[src/rtl/rv32i_types.sv]
// rtl/rv32i_types.sv - shared arbiter state and memory request types
package rv32i_types;

    typedef enum logic [1:0] {
        IDLE   = 2'd0,
        I_BUSY = 2'd1,
        D_BUSY = 2'd2
    } arb_state_t;

    typedef struct packed {
        logic [31:0] addr;
        logic [3:0]  rmask;
        logic [3:0]  wmask;
        logic [31:0] wdata;
    } mem_req_t;

endpackage

[src/rtl/imem_dmem_arbiter.sv]
// rtl/imem_dmem_arbiter.sv - unified memory port arbiter for fetch and load/store
module imem_dmem_arbiter
    import rv32i_types::*;
#(
    parameter int STARVE_LIMIT = 4
) (
    input  logic        clk,
    input  logic        rst,
    input  logic        flush,
    input  logic [31:0] imem_addr,
    input  logic [3:0]  imem_rmask,
    output logic [31:0] imem_rdata,
    output logic        imem_resp,
    input  logic [31:0] dmem_addr,
    input  logic [3:0]  dmem_rmask,
    input  logic [3:0]  dmem_wmask,
    input  logic [31:0] dmem_wdata,
    output logic [31:0] dmem_rdata,
    output logic        dmem_resp,
    output logic [31:0] mem_addr,
    output logic [3:0]  mem_rmask,
    output logic [3:0]  mem_wmask,
    output logic [31:0] mem_wdata,
    input  logic [31:0] mem_rdata,
    input  logic        mem_resp
);

    localparam int CW = $clog2(STARVE_LIMIT + 1);
    localparam logic [CW-1:0] LIMIT = CW'(STARVE_LIMIT);

    arb_state_t    state_q, state_d;
    mem_req_t      req_q, req_d;
    logic [CW-1:0] starve_q, starve_d;
    logic          squash_q, squash_d;

    logic i_valid;
    logic d_valid;

    assign i_valid = |imem_rmask;
    assign d_valid = |(dmem_rmask | dmem_wmask);

    // Memory port comes straight from the request register; it is zeroed
    // whenever the arbiter returns to IDLE, so the port is quiet between grants.
    assign mem_addr  = req_q.addr;
    assign mem_rmask = req_q.rmask;
    assign mem_wmask = req_q.wmask;
    assign mem_wdata = req_q.wdata;

    // State and request registers, abandoned immediately on reset
    always_ff @(posedge clk or posedge rst) begin
        if (rst) begin
            state_q  <= IDLE;
            req_q    <= '0;
            starve_q <= '0;
            squash_q <= 1'b0;
        end else begin
            state_q  <= state_d;
            req_q    <= req_d;
            starve_q <= starve_d;
            squash_q <= squash_d;
        end
    end

    // Grant selection and transaction completion
    always_comb begin
        state_d  = state_q;
        req_d    = req_q;
        starve_d = starve_q;
        squash_d = squash_q;
        case (state_q)
            IDLE: begin
                // Data wins unless fetch has waited out its starvation budget.
                // A flushed fetch is not a real contender this cycle.
                if (d_valid && (!i_valid || flush || (starve_q < LIMIT))) begin
                    state_d     = D_BUSY;
                    req_d.addr  = dmem_addr;
                    req_d.rmask = dmem_rmask;
                    req_d.wmask = dmem_wmask;
                    req_d.wdata = dmem_wdata;
                    if (i_valid && !flush && (starve_q != LIMIT)) begin
                        starve_d = starve_q + CW'(1);
                    end
                end else if (i_valid && !flush) begin
                    state_d     = I_BUSY;
                    req_d.addr  = imem_addr;
                    req_d.rmask = imem_rmask;
                    req_d.wmask = 4'h0;
                    req_d.wdata = 32'h0;
                    starve_d    = '0;
                    squash_d    = 1'b0;
                end
            end
            I_BUSY: begin
                // A redirect at any point poisons this fetch's response.
                if (flush) begin
                    squash_d = 1'b1;
                end
                if (mem_resp) begin
                    state_d = IDLE;
                    req_d   = '0;
                end
            end
            D_BUSY: begin
                // Loads and stores always finish; flush is ignored here.
                if (mem_resp) begin
                    state_d = IDLE;
                    req_d   = '0;
                end
            end
            default: begin
                state_d = IDLE;
                req_d   = '0;
            end
        endcase
    end

    // Route the memory completion to its owner in the same cycle
    always_comb begin
        imem_resp  = 1'b0;
        imem_rdata = 32'h0;
        dmem_resp  = 1'b0;
        dmem_rdata = 32'h0;
        case (state_q)
            I_BUSY: begin
                imem_resp  = mem_resp & ~squash_q & ~flush;
                imem_rdata = imem_resp ? mem_rdata : 32'h0;
            end
            D_BUSY: begin
                dmem_resp  = mem_resp;
                dmem_rdata = mem_resp ? mem_rdata : 32'h0;
            end
            default: begin
                imem_resp = 1'b0;
                dmem_resp = 1'b0;
            end
        endcase
    end

endmodule

[config.mk]
export PLATFORM = sky130hd
export DESIGN_NAME = imem_dmem_arbiter
export DESIGN_NICKNAME = d
export VERILOG_FILES = /design/src/rtl/rv32i_types.sv /design/src/rtl/imem_dmem_arbiter.sv
export SDC_FILE = /design/constraint.sdc
export NUM_CORES = 1
export LEC_CHECK = 0
export ABC_AREA = 0
export BUFFER_PORTS_ARGS = -buffer_cell sky130_fd_sc_hd__buf_4
export CAP_MARGIN = 25
export CELL_PAD_IN_SITES_DETAIL_PLACEMENT = 1
export CELL_PAD_IN_SITES_GLOBAL_PLACEMENT = 2
export CORE_UTILIZATION = 22
export DETAILED_ROUTE_END_ITERATION = 6
export GPL_TIMING_DRIVEN = 1
export PLACE_DENSITY_LB_ADDON = 0.1
export SLEW_MARGIN = 20
export SYNTH_ARGS = -nofsm -noshare
export SYNTH_HDL_FRONTEND = slang
export SYNTH_SLANG_ARGS = --single-unit
[constraint.sdc]
create_clock -name clk -period 2.64 [get_ports clk]
set_input_delay 0.264 -clock clk [delete_from_list [all_inputs] [get_ports clk]]
set_output_delay 0.264 -clock clk [all_outputs]
set_load 0.01 [all_outputs]
==> qor.csv <==
metric;value;unit
skew;0.00979;ns
rsz0062_at_grt;no;
diodes;0;
crit_path_max_incr_delay;0.40;ns
wire_per_inst;17.2;um
nNetsFinal;742;
power_density;974;mW/mm2
viasPerCell;4.48;
grt_overflow;0;
syn_to_final_growth;71.1;%
ios;282;
hold_path.class;input port to flip-flop;
cts_tree;yes;
worstPathArrival;1.82;ns
hpwl;10800;um
cts-root-buf;clkbuf_16;
synth-simple-area-share;13.5;%
synth_top_family_by_area;compound AO/OA/AOI/OAI gates;
grt_pass1_wl;21800;um
p_leak;3.57;nW
drt_first_iter_violations;92;
floorplan.initialDensity;22.7;%
cap_violations;0;
finalWirelength;14100;um
setup_viol;0;
max_freq;0.481;GHz
muxShareOfSynthArea;9.56;%
die_w;133;um
worst_setup_path_end_kind;output pin;
setup-tns-final;0;ns
tightest_slew;0.895;ns
cts.sinks;78;
fin_crit_sh;78.8;%
drt-pass1-iter-count;4;
crit_chain;inv_1, ha_1, nor4b_2, buf_4, and2_1, buf_4;
grt_use_total;15.9;%
r2r-start;state_q[0];
grt_pass1_vias;3916;
r2r_cells;6;
mostFrequentLayoutCells;290 x buf_4, 78 x dfrtp_1, 36 x mux2i_1, 36 x o2bb2ai_1, 36 x a22o_1;
synth-edff-count;0;
dp_slack;0.419;ns
grt_antenna_before_repair;0;
startpoint_type;flip-flop;
worstSetupPathType;flip-flop to output pin;
path_clk_slew;0.06;ns
portBuffers;281;
cts_buffers;9;
holdPathStages;2;
gp_congestion;0.744;
async_flop_share;100;%
die_y;133;um
layout_commonest_cell;buf_4;
status;finished clean;
avgSynthCellArea;11.8;um2
fin_ws;0.561;ns
hold-path-endpoint;mem_wdata[14];
yosysSeqAreaShare;51.8;%
grt_max_degree;42;
h-tree-depth;3;
coreArea;0.0166;mm2
synth_xor_area_share;0;%
worst-r2r-setup-slack;0.62;ns
r2r_end;mem_wdata[27];
synth_fa_ha_area_share;1.66;%
route.antenna.remaining_nets;0;
synth_warnings;0;
num-fill-cells;1866;
drive_above_1_share;52.2;%
cp_common_cell;buf_4;
syn_nets;468;
vdd_drop_max;0.000451;V
drc;0;
hp-start;dmem_wdata[14];
drv_slew;0;
dieArea;0.0177;mm2
synth_cells;319;
rows;47;
cp.required;2.38;ns
relSlewSlack;40.2;%
final_core_util;38.8;%
min_period;2.08;ns
ys.flop_type;dfrtp_1;
clock_path_buffers;2;
path_max_fanout;33;
synth_compound_gate_area_share;18.7;%
hold_violations;0;
ys_seq_elements;78;
synth_cell_type_count;29;
crit_path_top_delay_cell;dfrtp_1;
vias;3666;
syn_area;0.00377;mm2
clk_latency;0.34;ns
## layer usage
metal	global-route usage, %	share of wire (%)
met4	4.85	1.2
met1	18.0	39
met5	0	0
met3	5.13	8.8
met2	28.1	51
## worst max-delay path, delay by kind of cell, from the launching register on
| kind | cells | cell delay [ns] |
|---|---|---|
| buf+inv | 3 | 0.52 |
| simple gates | 2 | 0.38 |
| flops | 1 | 0.40 |
| fa+ha+maj | 1 | 0.19 |
## cell families (layout without fill, tap and decap cells)
kind of cell | Yosys count | after routing
compound gates | 83 | 83
simple gates | 81 | 81
flops | 78 | 78
mux | 36 | 36
buf+inv | 36 | 315
fa+ha+maj | 5 | 5
## how the worst max path moves through the flow
stage | startpoint | to | slack [ns] | depth (start not counted)
after floorplan | rst | mem_addr[0] | 0.38 | 1
after global placement | imem_rmask[0] | mem_addr[30] | 0.47 | 6
after detailed placement | imem_rmask[0] | mem_addr[12] | 0.42 | 6
after CTS | state_q[1] | imem_rdata[2] | 0.52 | 6
after global routing | state_q[1] | imem_rdata[23] | 0.39 | 6
final | state_q[1] | imem_rdata[14] | 0.56 | 6
## repair_timing
item                      in CTS  in global routing
hold buffers                   1                  0
resized for setup              0                  0
setup buffers                  0                  0
hold endpoints to repair      17                  0
## report_power, final
part	switching [mW]	internal, mW	total (mW)
sequential	0.311	1.72	2.03
clock	0.495	0.832	1.33
combinational	1.47	1.45	2.93
## cells in the mapped netlist (3+ instances only)
cell       number  area share (%)
mux2i_1        36             9.6
and2_1         33             5.5
inv_1           6            0.60
a22o_1         36             8.4
o2bb2ai_1      36             8.4
dfrtp_1        78              52
a21oi_1         3            0.40
clkbuf_1       14             1.4
and3_1         32             5.3
ha_1            5             1.7
buf_2          12             1.6
buf_6           4             1.2
nand2b_1        3            0.50
## sequential cells by signal (all words and copies together) (netlist names)
name / count
squash_q: 1
state_q: 2
mem_rmask: 4
mem_wdata: 32
starve_q: 3
mem_wmask: 4
mem_addr: 32
## cell type report
cell class              instances  area (um2)  share of cell area (%)
clock buffers                  11         233                    3.61
flip-flops and latches         78        1950                    30.3
multi-input cells             205        1660                    25.7
clock inverters                 5        82.6                    1.28
repair buffers                293        2230                    34.5
well taps                     220         275                    4.27
inverters                       6        23.8                   0.369
## metrics by stage
| step | hold WS (ns) | area [um2] | cells | power, mW |
|---|---|---|---|---|
| after global routing | 0.132 | 6450 | 818 | 6.70 |
| after CTS | 0.126 | 6450 | 818 | 6.41 |
| after floorplan | 0.397 | 3770 | 319 | 3.56 |
| after global placement | 0.358 | 6120 | 801 | 4.98 |
| final | 0.140 | 6450 | 818 | 6.28 |
| after detailed placement | 0.363 | 6120 | 801 | 5.04 |
Power figures use the tool's default switching activity.
